<file path="config.mk">
export PLATFORM = sky130hd
export DESIGN_NAME = mem_stream_reader
export DESIGN_NICKNAME = d
export VERILOG_FILES = /design/src/rtl/mem_stream_reader.sv
export SDC_FILE = /design/constraint.sdc
export NUM_CORES = 1
export LEC_CHECK = 0
export CORE_MARGIN = 2
export CORE_UTILIZATION = 30
export DETAILED_ROUTE_END_ITERATION = 8
export PLACE_DENSITY_LB_ADDON = 0.12
export SYNTH_ARGS = -nofsm -noshare
export SYNTH_HDL_FRONTEND = slang
export SYNTH_SLANG_ARGS = --single-unit
</file>
<file path="constraint.sdc">
create_clock -name clock -period 3.16 [get_ports clock]
set_clock_uncertainty 0.1 [all_clocks]
set_input_delay 0.632 -clock clock [delete_from_list [all_inputs] [get_ports clock]]
set_output_delay 0.632 -clock clock [all_outputs]
set_load 0.02 [all_outputs]
</file>
<file path="src/rtl/mem_stream_reader.sv">
// Sequential word read-back engine: issues credit-limited memory reads from a base address
// and streams the returned words out of a small FIFO over a valid/ready interface.
module mem_stream_reader #(
    parameter int unsigned FIFO_DEPTH = 4,
    parameter int unsigned ADDR_STEP  = 4
) (
    input  logic        clock,
    input  logic        reset,
    input  logic        start,
    input  logic [31:0] base_addr,
    input  logic [31:0] word_count,
    output logic [31:0] mem_addr,
    output logic        mem_rw,
    output logic        mem_en,
    input  logic [31:0] mem_data,
    output logic [31:0] out_data,
    output logic        out_valid,
    input  logic        out_ready,
    output logic        busy,
    output logic        done
);

    localparam int unsigned PtrW = $clog2(FIFO_DEPTH);
    localparam int unsigned CntW = PtrW + 1;
    localparam logic [CntW:0] DepthLimit = (CntW + 1)'(FIFO_DEPTH);

    localparam logic [1:0] StIdle  = 2'd0;
    localparam logic [1:0] StRun   = 2'd1;
    localparam logic [1:0] StDrain = 2'd2;
    localparam logic [1:0] StDone  = 2'd3;

    logic [1:0]      state_q, state_d;
    logic [31:0]     ptr_q, ptr_d;
    logic [31:0]     remaining_q, remaining_d;
    logic            inflight_q;
    logic [31:0]     fifo_mem [FIFO_DEPTH];
    logic [PtrW-1:0] wr_ptr_q, rd_ptr_q;
    logic [CntW-1:0] count_q, count_d;
    logic [CntW:0]   credit_used;
    logic            push, pop;

    // A read in flight already owns a FIFO slot, so it counts against the credit.
    assign credit_used = {1'b0, count_q} + {{CntW{1'b0}}, inflight_q};
    assign mem_en      = (state_q == StRun) && (credit_used < DepthLimit);
    assign mem_addr    = ptr_q;
    assign mem_rw      = 1'b1;

    assign push      = inflight_q;
    assign out_valid = (count_q != '0);
    assign pop       = out_valid && out_ready;
    assign count_d   = count_q + CntW'(push) - CntW'(pop);
    assign out_data  = out_valid ? fifo_mem[rd_ptr_q] : 32'h0;

    assign busy = (state_q == StRun) || (state_q == StDrain);
    assign done = (state_q == StDone);

    always_comb begin
        state_d     = state_q;
        ptr_d       = ptr_q;
        remaining_d = remaining_q;
        case (state_q)
            StIdle, StDone: begin
                if (start) begin
                    ptr_d       = base_addr;
                    remaining_d = word_count;
                    state_d     = (word_count != 32'd0) ? StRun : StDone;
                end
            end
            StRun: begin
                if (mem_en) begin
                    ptr_d       = ptr_q + ADDR_STEP;
                    remaining_d = remaining_q - 32'd1;
                    if (remaining_q == 32'd1) begin
                        state_d = StDrain;
                    end
                end
            end
            StDrain: begin
                // Finish on the edge that pops the final word.
                if (!inflight_q && (count_d == '0)) begin
                    state_d = StDone;
                end
            end
            default: state_d = StIdle;
        endcase
    end

    always_ff @(posedge clock or posedge reset) begin
        if (reset) begin
            state_q     <= StIdle;
            ptr_q       <= 32'h0;
            remaining_q <= 32'h0;
            inflight_q  <= 1'b0;
            wr_ptr_q    <= '0;
            rd_ptr_q    <= '0;
            count_q     <= '0;
        end else begin
            state_q     <= state_d;
            ptr_q       <= ptr_d;
            remaining_q <= remaining_d;
            inflight_q  <= mem_en;
            count_q     <= count_d;
            if (push) begin
                wr_ptr_q <= wr_ptr_q + PtrW'(1);
            end
            if (pop) begin
                rd_ptr_q <= rd_ptr_q + PtrW'(1);
            end
        end
    end

    always_ff @(posedge clock) begin
        if (push) begin
            fifo_mem[wr_ptr_q] <= mem_data;
        end
    end

endmodule

</file>
# Yosys cells after proc, flatten, opt, wreduce, memory -nomap -nowiden
# Memory sizes are Yosys's and may differ from the RTL's.
# Index checks and enable logic that the tools add are counted.
[classes]
addsub = 7
order_cmp = 1
eq_ne = 8
muxes = 15
reduce_logical = 13
[ops]
columns = ["op", "n"]
rows = [
  ["$mux 32", 5],
  ["$pmux 32 s2", 2],
  ["$add 32x3->32 const B", 1],
  ["$eq 32x1->1 const B", 1],
  ["$reduce_bool 32->1", 1],
  ["$sub 32x1->32 const B", 1],
  ["$mux 2", 5],
  ["$pmux 2 s3", 1],
  ["$add 2x1->2 const B", 2],
  ["$add 3x1->4", 1],
  ["$eq 2x2->1 const B", 2],
  ["$lt 4x3->1 const B", 1],
  ["$ne 2x1->1 const B", 2],
  ["$ne 2x2->1 const B", 2],
  ["$reduce_and 4->1", 1],
  ["$add 3x1->3", 1],
  ["$logic_and 1x1->1", 3],
  ["$logic_not 3->1", 1],
  ["$reduce_and 3->1", 1],
  ["$reduce_bool 3->1", 1],
  ["$sub 3x1->3", 1],
  ["$eq 2x1->1 const B", 1],
  ["$logic_not 2->1", 1],
  ["$mux 1", 2],
  ["other kinds (4)", 4],
]
[word_totals]
register_bits = 74
ramBits = 128
input_bits = 100
elab_cells = 52
n_memories = 1
[memory_table]
columns = ["memory", "depth", "width", "rd", "rd_ports_with_merged_regs", "wr", "line_no", "text"]
rows = [
  ["fifo_mem", 4, 32, 1, 0, 1, "36", "logic [31:0] fifo_mem [FIFO_DEPTH];"],
]

# Depth between registers and ports, before layout
# Gate-level depths: netlist (run 1).
[logic_depth]
word_depth = 7
depth_mapped = 11
ltp_nobuf = 11

# Worst setup path before layout (run 1)
# OpenSTA, ideal clock, no wires.
[synth_path]
kind = "register to register"
from = "register count_q[1]"
to = "register state_q[1]"
setup_ns = 0.128
t_arrival_ns = 2.823
path_slack_ns = 0.109
stages_incl_launch_ff = 12
n_path_buf = 0
period_less_slack_ns = 3.051
path_cell_list = "dfrtp_1 > or3_1 > and2_1 > ha_1 > inv_1 > ha_1 > inv_1 > fa_1 > inv_1 > o41ai_1 > nand3_1 > mux2_1"
[synth_between]
elab_chain_cells = 7
word_cells_on_any_way = 12
[synth_rtl]
columns = ["item", "line_no", "text"]
rows = [
  ["start: declaration", "38", "logic [CntW-1:0] count_q, count_d;"],
  ["start signal: assignment", "102", "count_q <= count_d;"],
  ["$reduce_bool 3->1", "49", "assign out_valid = (count_q != '0);"],
  ["$logic_and 1x1->1", "50", "assign pop = out_valid && out_ready;"],
  ["net pop", "40", "logic push, pop;"],
  ["$sub 3x1->3", "51", "assign count_d = count_q + CntW'(push) - CntW'(pop);"],
  ["net count_d[1]", "38", ""],
  ["$logic_not 3->1", "80", "if (!inflight_q && (count_d == '0)) begin"],
  ["$logic_and 1x1->1", "80", ""],
  ["$ne 2x1->1 (no line)", "--", ""],
  ["$reduce_and 4->1 (no line)", "--", ""],
  ["end signal: assignment", "90", "state_q <= StIdle;"],
  ["end signal: assignment", "98", "state_q <= state_d;"],
  ["end: declaration", "32", "logic [1:0] state_q, state_d;"],
]
# The timed path passes the listed nets, and every way through them passes these cells.
# A chain may end at the register's enable or synchronous reset.

# Final worst setup path (run 1)
[layout_path]
from = "register count_q[0]"
to = "register state_q[1]"
# The elaborated chain is that of the path after synthesis.

==> results by group, run 1 <==
Logic synthesis
  – Share of synthesized registers carrying an async set or reset: 36.63%
  – Post-synth top cells: edfxtp_1, dfrtp_1, a21oi_1
  – Sequential-to-total area share from yosys stat: 58.39%
  – Post-synth top area share: 39.40%
  – Number of synthesized flops with an enable pin: 128
  – Synth top area cells: edfxtp_1, dfrtp_1, mux4_2
  – Post-synth top area cell: edfxtp_1
  – Synth Net Count: 894
  – Yosys warns: 0
  – #FFs+latches synth: 202
  – Cell variety after synth: 68
  – Mapped Area: 0.009754 mm²
  – Avg Cell Area, Syn: 12.52 µm²
  – Cell with the most instances after synthesis: edfxtp_1
  – Post-Syn Instances: 779
  – Top FF cell, synth: edfxtp_1

Clock network
  – Clk_lat worst skew: 0.51 ns
  – Clock Sinks: 202
  – CTS root buffer: clkbuf_16
  – TritonCTS buffer count: 24
  – H-tree level count: 1
  – Clk slew on worst S/H paths: 0.06 ns
  – CTS Buffer Depth: 3
  – CTS tree: yes

Die
  – Die X: 184.3 µm
  – Top-level I/O count: 169
  – Die area: 0.03397 mm²
  – Die height: 184.3 µm
  – Num rows: 66
  – Starting Density: 30.21%
  – Core box area: 0.03229 mm²

Min path
  – Hold crit path type: reg2reg
  – Hold wc startpoint: remaining_q[26]$_DFFE_PP0P_
  – Worst hold stages: 1
  – WHS Endpoint: remaining_q[26]$_DFFE_PP0P_

Timing
  – Setup TNS Final: 0 ns
  – Max Freq: 0.3337 GHz
  – Worst-margin pin slew: 0.7928 ns
  – RSZ-0062 raised after global routing: no
  – WHS: 0.4185 ns
  – Final slew viol count: 0
  – Worst relative slew slack: 46.79%
  – Final setup vio count: 0
  – Min Tclk post-route: 2.996 ns
  – Final hold violation count: 0
  – Final period util: 94.82%

Routing
  – Per-cell routed wire length: 19.01 µm
  – DR iter-0 viols: 353
  – Via/cell ratio: 5.091
  – Antenna Nets Post-Route: 0
  – Drt total wl: 26.98 mm
  – DR vias: 7224
  – Drt pass-1 iters: 4
  – DRC viols: 0

Global routing
  – Global-route usage over all layers: 15.86%
  – First-pass GRT wire length: 42.18 mm
  – Congestion Overflow GR: 0
  – Vias in the first global route: 7289
  – Largest net degree at the start of global routing: 49
  – Initial antenna violation count: 0

Critical path
  – Reg2reg end: state_q[1]$_DFFE_PP0P_
  – Worst Setup Path Type: reg2reg
  – CP Capture Type: flop
  – R2R Setup Slk: 0.16 ns
  – Crit path max fanout: 4
  – Reg2Reg Launch Point: count_q[0]$_DFF_PP0_
  – Worst reg-to-reg path cell count: 11
  – CP startpoint kind: flop
  – Worst EP arrival: 3.29 ns
  – Critical Path RT: 3.45 ns

Power
  – Sequential share of power: 30.8%
  – Sw Share: 39.70%
  – P per Cell Area: 1078 mW/mm²
  – VDD IR max: 0.4794 mV
  – Clock power share: 21.8%
  – Total power draw: 0.01407 W
  – Combinational share of power: 47.4%
  – Power Internal: 0.008482 W
  – Lkg Pwr: 4.632 nW
  – Switch Pwr: 0.005584 W

Cells and area
  – Final Net Count: 1074
  – Final instance area: 0.01305 mm²
  – Syn-to-layout area delta: 33.79%
  – Fraction of layout cells with a size suffix above 1: 14.23%
  – Antenna Cells: 0

Place
  – I/O Buffers: 167
  – HPWL reported at the end of detailed placement: 17.63 mm
  – Dpl cell area: 0.01213 mm²
  – GPL Wtd Cong: 0.7842

Run status
  – Status: complete, no violations

Flow run
  – Max Cap Violations: 0
-- metal layers --
metal / vias to the layer above / GRT usage (%) / part of all wire, %
li1: 3416 / - / -
met3: 38 / 3.418 / 6.3
met1: 3563 / 21.11 / 45
met5: - / 0 / 0
met2: 207 / 26.54 / 47
met4: 0 / 3.488 / 1.6
-- timing repair --
item / CTS / global route
gates cloned: 1 / 0
resized for setup: 24 / 12
endpoints found under the setup margin: 33 / 12
hold buffers: 0 / 0
endpoints found under the hold margin: 0 / 0
buffers inserted: 1 / 0
-- power by group through the flow --
stage	registers [W]	clock network, W	logic [W]
3_3_place_gp	0.00437	0	0.00685
4_1_cts	0.00433	0.00317	0.00678
2_1_floorplan	0.00437	0	0.00407
3_5_place_dp	0.00436	0	0.00687
6_report	0.00433	0.00307	0.00666
5_1_grt	0.00445	0.00328	0.00733
-- metrics by stage --
stage	setup slack, ns	instances	utilization [%]
2_1_floorplan	0.1094	779	-
3_3_place_gp	-0.09174	1373	37.56
3_5_place_dp	-0.1500	1373	37.56
4_1_cts	0.002216	1419	40.31
5_1_grt	0.002391	1419	40.42
6_report	0.1636	1419	40.42
-- cell families after synthesis --
family	after synthesis	share of synthesized area, %
flops	202	58.39
compound gates	186	12.22
xor+xnor	5	0.4490
fa+ha+maj	15	2.001
simple gates	251	14.85
other cells	1	0.03844
buf+inv	70	2.886
mux	49	9.158
-- worst max-delay path: stages, from the launching register on --
cell and delay (ns):
dfrtp_1 0.41, or3_1 0.36, and2_1 0.18, ha_1 0.27, inv_1 0.05, ha_1 0.13
inv_1 0.05, fa_1 0.47, inv_1 0.05, o41ai_2 0.33, nand3_1 0.15, mux2_1 0.33
-- registers in the layout, indices dropped and copies added, names as in the netlist --
register	flops
count_q	3
remaining_q	32
wr_ptr_q	2
mem_addr	32
rd_ptr_q	2
inflight_q	1
state_q	2
fifo_mem	128
-- placed cells by master, fill, tap and decap left out, types with 4 or more instances in the layout --
master / synthesis / layout
clkdlybuf4s50_1: 0 / 134
edfxtp_1: 128 / 128
dfrtp_1: 74 / 73
a21oi_1: 58 / 57
nand2_1: 37 / 37
nand3_1: 37 / 37
and2_1: 37 / 37
nor2_1: 33 / 33
mux4_2: 32 / 32
buf_4: 1 / 31
o22ai_1: 26 / 26
clkbuf_16: 0 / 25
nor3_1: 24 / 24
o21ai_0: 24 / 24
dlygate4sd2_1: 0 / 23
nand4_1: 20 / 20
nor4_1: 19 / 19
inv_1: 20 / 19
o21ai_1: 16 / 15
mux2i_1: 15 / 15
ha_1: 14 / 12
dlymetal6s2s_1: 0 / 10
or3_1: 7 / 7
a2bb2oi_1: 7 / 7
a22oi_1: 6 / 6
bufinv_16: 0 / 6
o31a_1: 5 / 5
nor4_2: 5 / 5
o221ai_1: 5 / 5
a31oi_1: 5 / 5
o221a_2: 5 / 5
buf_12: 0 / 5
and4_1: 4 / 4
nor3b_1: 4 / 4
clkbuf_1: 33 / 4
-- how the worst max path moves through the flow --
stage | start | end | slack (ns) | depth (start not counted)
3_5_place_dp | out_ready | state_q[1]$_DFFE_PP0P_ | -0.15 | 11
3_3_place_gp | out_ready | state_q[1]$_DFFE_PP0P_ | -0.09 | 11
5_1_grt | count_q[0]$_DFF_PP0_ | state_q[1]$_DFFE_PP0P_ | 0.002 | 11
6_report | count_q[0]$_DFF_PP0_ | state_q[1]$_DFFE_PP0P_ | 0.16 | 11
4_1_cts | rd_ptr_q[0]$_DFFE_PP0P_ | out_data[6] | 0.002 | 4
2_1_floorplan | count_q[1]$_DFF_PP0_ | state_q[1]$_DFFE_PP0P_ | 0.11 | 11
-- final cells by class --
class / instances / area (µm²)
Clock buffer: 29 / 640.6
Clock inverter: 15 / 240.2
Fill cell: 3072 / 19240
Inverter: 20 / 76.32
Multi-Input combinational cell: 507 / 3815
Sequential cell: 202 / 5697
Tap cell: 442 / 553.0
Timing Repair Buffer: 204 / 2028
Note: power is estimated with default switching activity, not from simulation.
==> run 2: changes to the inputs <==
--- a/config.mk
+++ b/config.mk
@@ -8,7 +8,7 @@
 export CORE_MARGIN = 2
 export CORE_UTILIZATION = 30
 export DETAILED_ROUTE_END_ITERATION = 8
-export PLACE_DENSITY_LB_ADDON = 0.12
+export PLACE_DENSITY = 0.57
 export SYNTH_ARGS = -nofsm -noshare
 export SYNTH_HDL_FRONTEND = slang
 export SYNTH_SLANG_ARGS = --single-unit
==> run 2 against run 1 <==
- critical path depth decreased by 7
- register-to-register slack better by 0.02 ns
- non-clock buffer count is 3 lower
- via count is 0.97% higher
- clock power down 13%
- sequential power about the same
- maximum frequency down 2.1%
- final area decreased by 0.97%
- critical path type is now reg2out
- highest routed layer unchanged
==> results by group, run 2 (same netlist as run 1, synthesis figures left out) <==
Cells and area
  – Top reg by flops: fifo_mem (unchanged)
  – Commonest non-fill, non-tap cell in the layout: clkdlybuf4s50_1 (unchanged)
  – Most frequent cells in the layout: clkdlybuf4s50_1, edfxtp_1, dfrtp_1 (unchanged)
  – Fraction of layout cells with a size suffix above 1: 13.58% (was 14.23%)
  – Final instance area: 0.01292 mm² (was 0.01305 mm²)
  – Final Net Count: 1071 (was 1074)
  – Largest register FFs: 128 (unchanged)
  – Syn-to-layout area delta: 32.49% (was 33.79%)

Critical path
  – Reg2reg end: state_q[1]$_DFFE_PP0P_ (unchanged)
  – R2R Setup Slk: 0.18 ns (was 0.16 ns)
  – Worst EP arrival: 2.33 ns (was 3.29 ns)
  – Reg2Reg Launch Point: count_q[0]$_DFF_PP0_ (unchanged)
  – Critical Path RT: 2.43 ns (was 3.45 ns)
  – Worst Setup Path Type: reg2out (was reg2reg)
  – CP startpoint kind: flop (unchanged)
  – Worst reg-to-reg path cell count: 11 (unchanged)
  – CP Capture Type: output port (was flop)
  – Crit path max fanout: 4 (unchanged)

Global routing
  – Global-route usage over all layers: 15.45% (was 15.86%)
  – First-pass GRT wire length: 41.57 mm (was 42.18 mm)
  – Largest net degree at the start of global routing: 64 (was 49)
  – Top Usage Layer GRT: met2 (unchanged)
  – Congestion Overflow GR: 0 (unchanged)
  – Met1 usage: 21.21% (was 21.11%)
  – Met3 Usage GRT: 3.636% (was 3.418%)
  – M2 GR Usage: 24.57% (was 26.54%)
  – Vias in the first global route: 7318 (was 7289)
  – Initial antenna violation count: 0 (unchanged)

Timing
  – Min Tclk post-route: 3.060 ns (was 2.996 ns)
  – Final hold violation count: 0 (unchanged)
  – Final setup vio count: 0 (unchanged)
  – Final slew viol count: 0 (unchanged)
  – Worst-margin pin slew: 0.7244 ns (was 0.7928 ns)
  – Max Freq: 0.3268 GHz (was 0.3337 GHz)
  – Final WS setup: 0.1004 ns (was 0.1636 ns)
  – Final period util: 96.82% (was 94.82%)
  – Worst relative slew slack: 51.38% (was 46.79%)

Routing
  – Via/cell ratio: 5.155 (was 5.091)
  – DR vias: 7294 (was 7224)
  – Drt total wl: 26.34 mm (was 26.98 mm)
  – DR iter-0 viols: 501 (was 353)
  – Drt pass-1 iters: 5 (was 4)
  – Antenna Nets Post-Route: 0 (unchanged)
  – DRC viols: 0 (unchanged)
  – Per-cell routed wire length: 18.61 µm (was 19.01 µm)

Power
  – Lkg Pwr: 4.613 nW (was 4.632 nW)
  – P per Cell Area: 1056 mW/mm² (was 1078 mW/mm²)
  – VDD IR max: 0.6816 mV (was 0.4794 mV)

Clock network
  – Clock Sinks: 202 (unchanged)
  – CTS root buffer: clkbuf_16 (unchanged)
  – Clk_lat worst skew: 0.52 ns (was 0.51 ns)
  – TritonCTS buffer count: 24 (unchanged)
  – CTS tree: yes (unchanged)
  – H-tree level count: 1 (unchanged)
  – Hold_buf cts: 0 (unchanged)
  – CTS Buffer Depth: 3 (unchanged)
  – Clk slew on worst S/H paths: 0.06 ns (about the same)

Place
  – GPL Wtd Cong: 0.8316 (was 0.7842)
  – I/O Buffers: 167 (unchanged)
  – Dpl cell area: 0.01211 mm² (was 0.01213 mm²)
  – Pre-CTS WS: -0.2380 ns (was -0.1500 ns)
  – HPWL reported at the end of detailed placement: 17.66 mm (was 17.63 mm)

Die
  – Num rows: 66 (unchanged)
  – Die height: 184.3 µm (unchanged)
  – Core box area: 0.03229 mm² (unchanged)
  – Top-level I/O count: 169 (unchanged)
  – Die X: 184.3 µm (unchanged)
  – Starting Density: 30.21% (unchanged)
  – Die area: 0.03397 mm² (unchanged)

Min path
  – Hold crit path type: in2async (was reg2reg)

Run status
  – Status: complete, no violations (unchanged)

Flow run
  – Max Cap Violations: 0 (unchanged)
-- run 2: worst max-delay path by stage --
stage | start | endpoint | slack [ns]
finish | rd_ptr_q[0]$_DFFE_PP0P_ | out_data[10] | 0.10
global route | count_q[0]$_DFF_PP0_ | state_q[1]$_DFFE_PP0P_ | -0.009
CTS | rd_ptr_q[0]$_DFFE_PP0P_ | out_data[25] | 0.004
detailed placement | out_ready | state_q[1]$_DFFE_PP0P_ | -0.24
global placement | out_ready | state_q[1]$_DFFE_PP0P_ | -0.14
floorplan | count_q[1]$_DFF_PP0_ | state_q[1]$_DFFE_PP0P_ | 0.11
-- run 2: per-layer routing --
layer	vias up	routed length, µm
met5	-	0
met4	0	675
met3	46	1955
met2	285	11770
met1	3556	11940
li1	3407	-
-- run 2: where the power goes --
group          internal [W]  switching [W]  leakage (nW)  total, W
logic               0.00293        0.00370          2.23   0.00663
clock network       0.00163        0.00106         0.373   0.00268
registers           0.00359       0.000745          2.01   0.00433
total               0.00815        0.00550          4.61    0.0136
-- run 2: area by class of cell --
cell class / count / area, µm²
antenna: 1 / 2.502
timing repair buffer: 201 / 2011
fill: 3074 / 19360
sequential: 202 / 5697
inverter: 20 / 76.32
tap: 442 / 553.0
clock buffer: 34 / 668.1
multi-input combinational: 507 / 3819
clock inverter: 8 / 97.59
-- run 2: critical path: stages (launching register included) --
cell and delay [ns]:
dfrtp_2 0.44, buf_4 0.16, mux4_2 0.48, and2_1 0.16, clkdlybuf4s50_1 0.57
-- run 2: timing repair --
action | 4_1_cts | 5_1_grt
buffers inserted | 2 | 0
gates resized for setup | 15 | 19
setup endpoints to repair | 31 | 19
pin swaps | 0 | 2
-- run 2: metrics by stage --
step	cells	setup TNS (ns)	util, %	hold slack, ns	power, W
2_1_floorplan	779	0	-	0.3659	0.008447
6_report	1415	0	40.03	0.3695	0.01365
4_1_cts	1414	0	39.85	0.3618	0.01381
3_3_place_gp	1370	-0.2117	37.49	0.3990	0.01104
5_1_grt	1414	-0.009322	40.02	0.4077	0.01456
3_5_place_dp	1370	-0.3935	37.49	0.3974	0.01113
==> run 3: changes to the inputs <==
--- a/config.mk
+++ b/config.mk
@@ -5,10 +5,12 @@
 export SDC_FILE = /design/constraint.sdc
 export NUM_CORES = 1
 export LEC_CHECK = 0
+export CAP_MARGIN = 20
 export CORE_MARGIN = 2
 export CORE_UTILIZATION = 30
 export DETAILED_ROUTE_END_ITERATION = 8
 export PLACE_DENSITY = 0.57
+export SLEW_MARGIN = 20
 export SYNTH_ARGS = -nofsm -noshare
 export SYNTH_HDL_FRONTEND = slang
 export SYNTH_SLANG_ARGS = --single-unit
==> results of run 3 <==
Same layout as run 2: the final DEF is identical, and so are final timing and power.
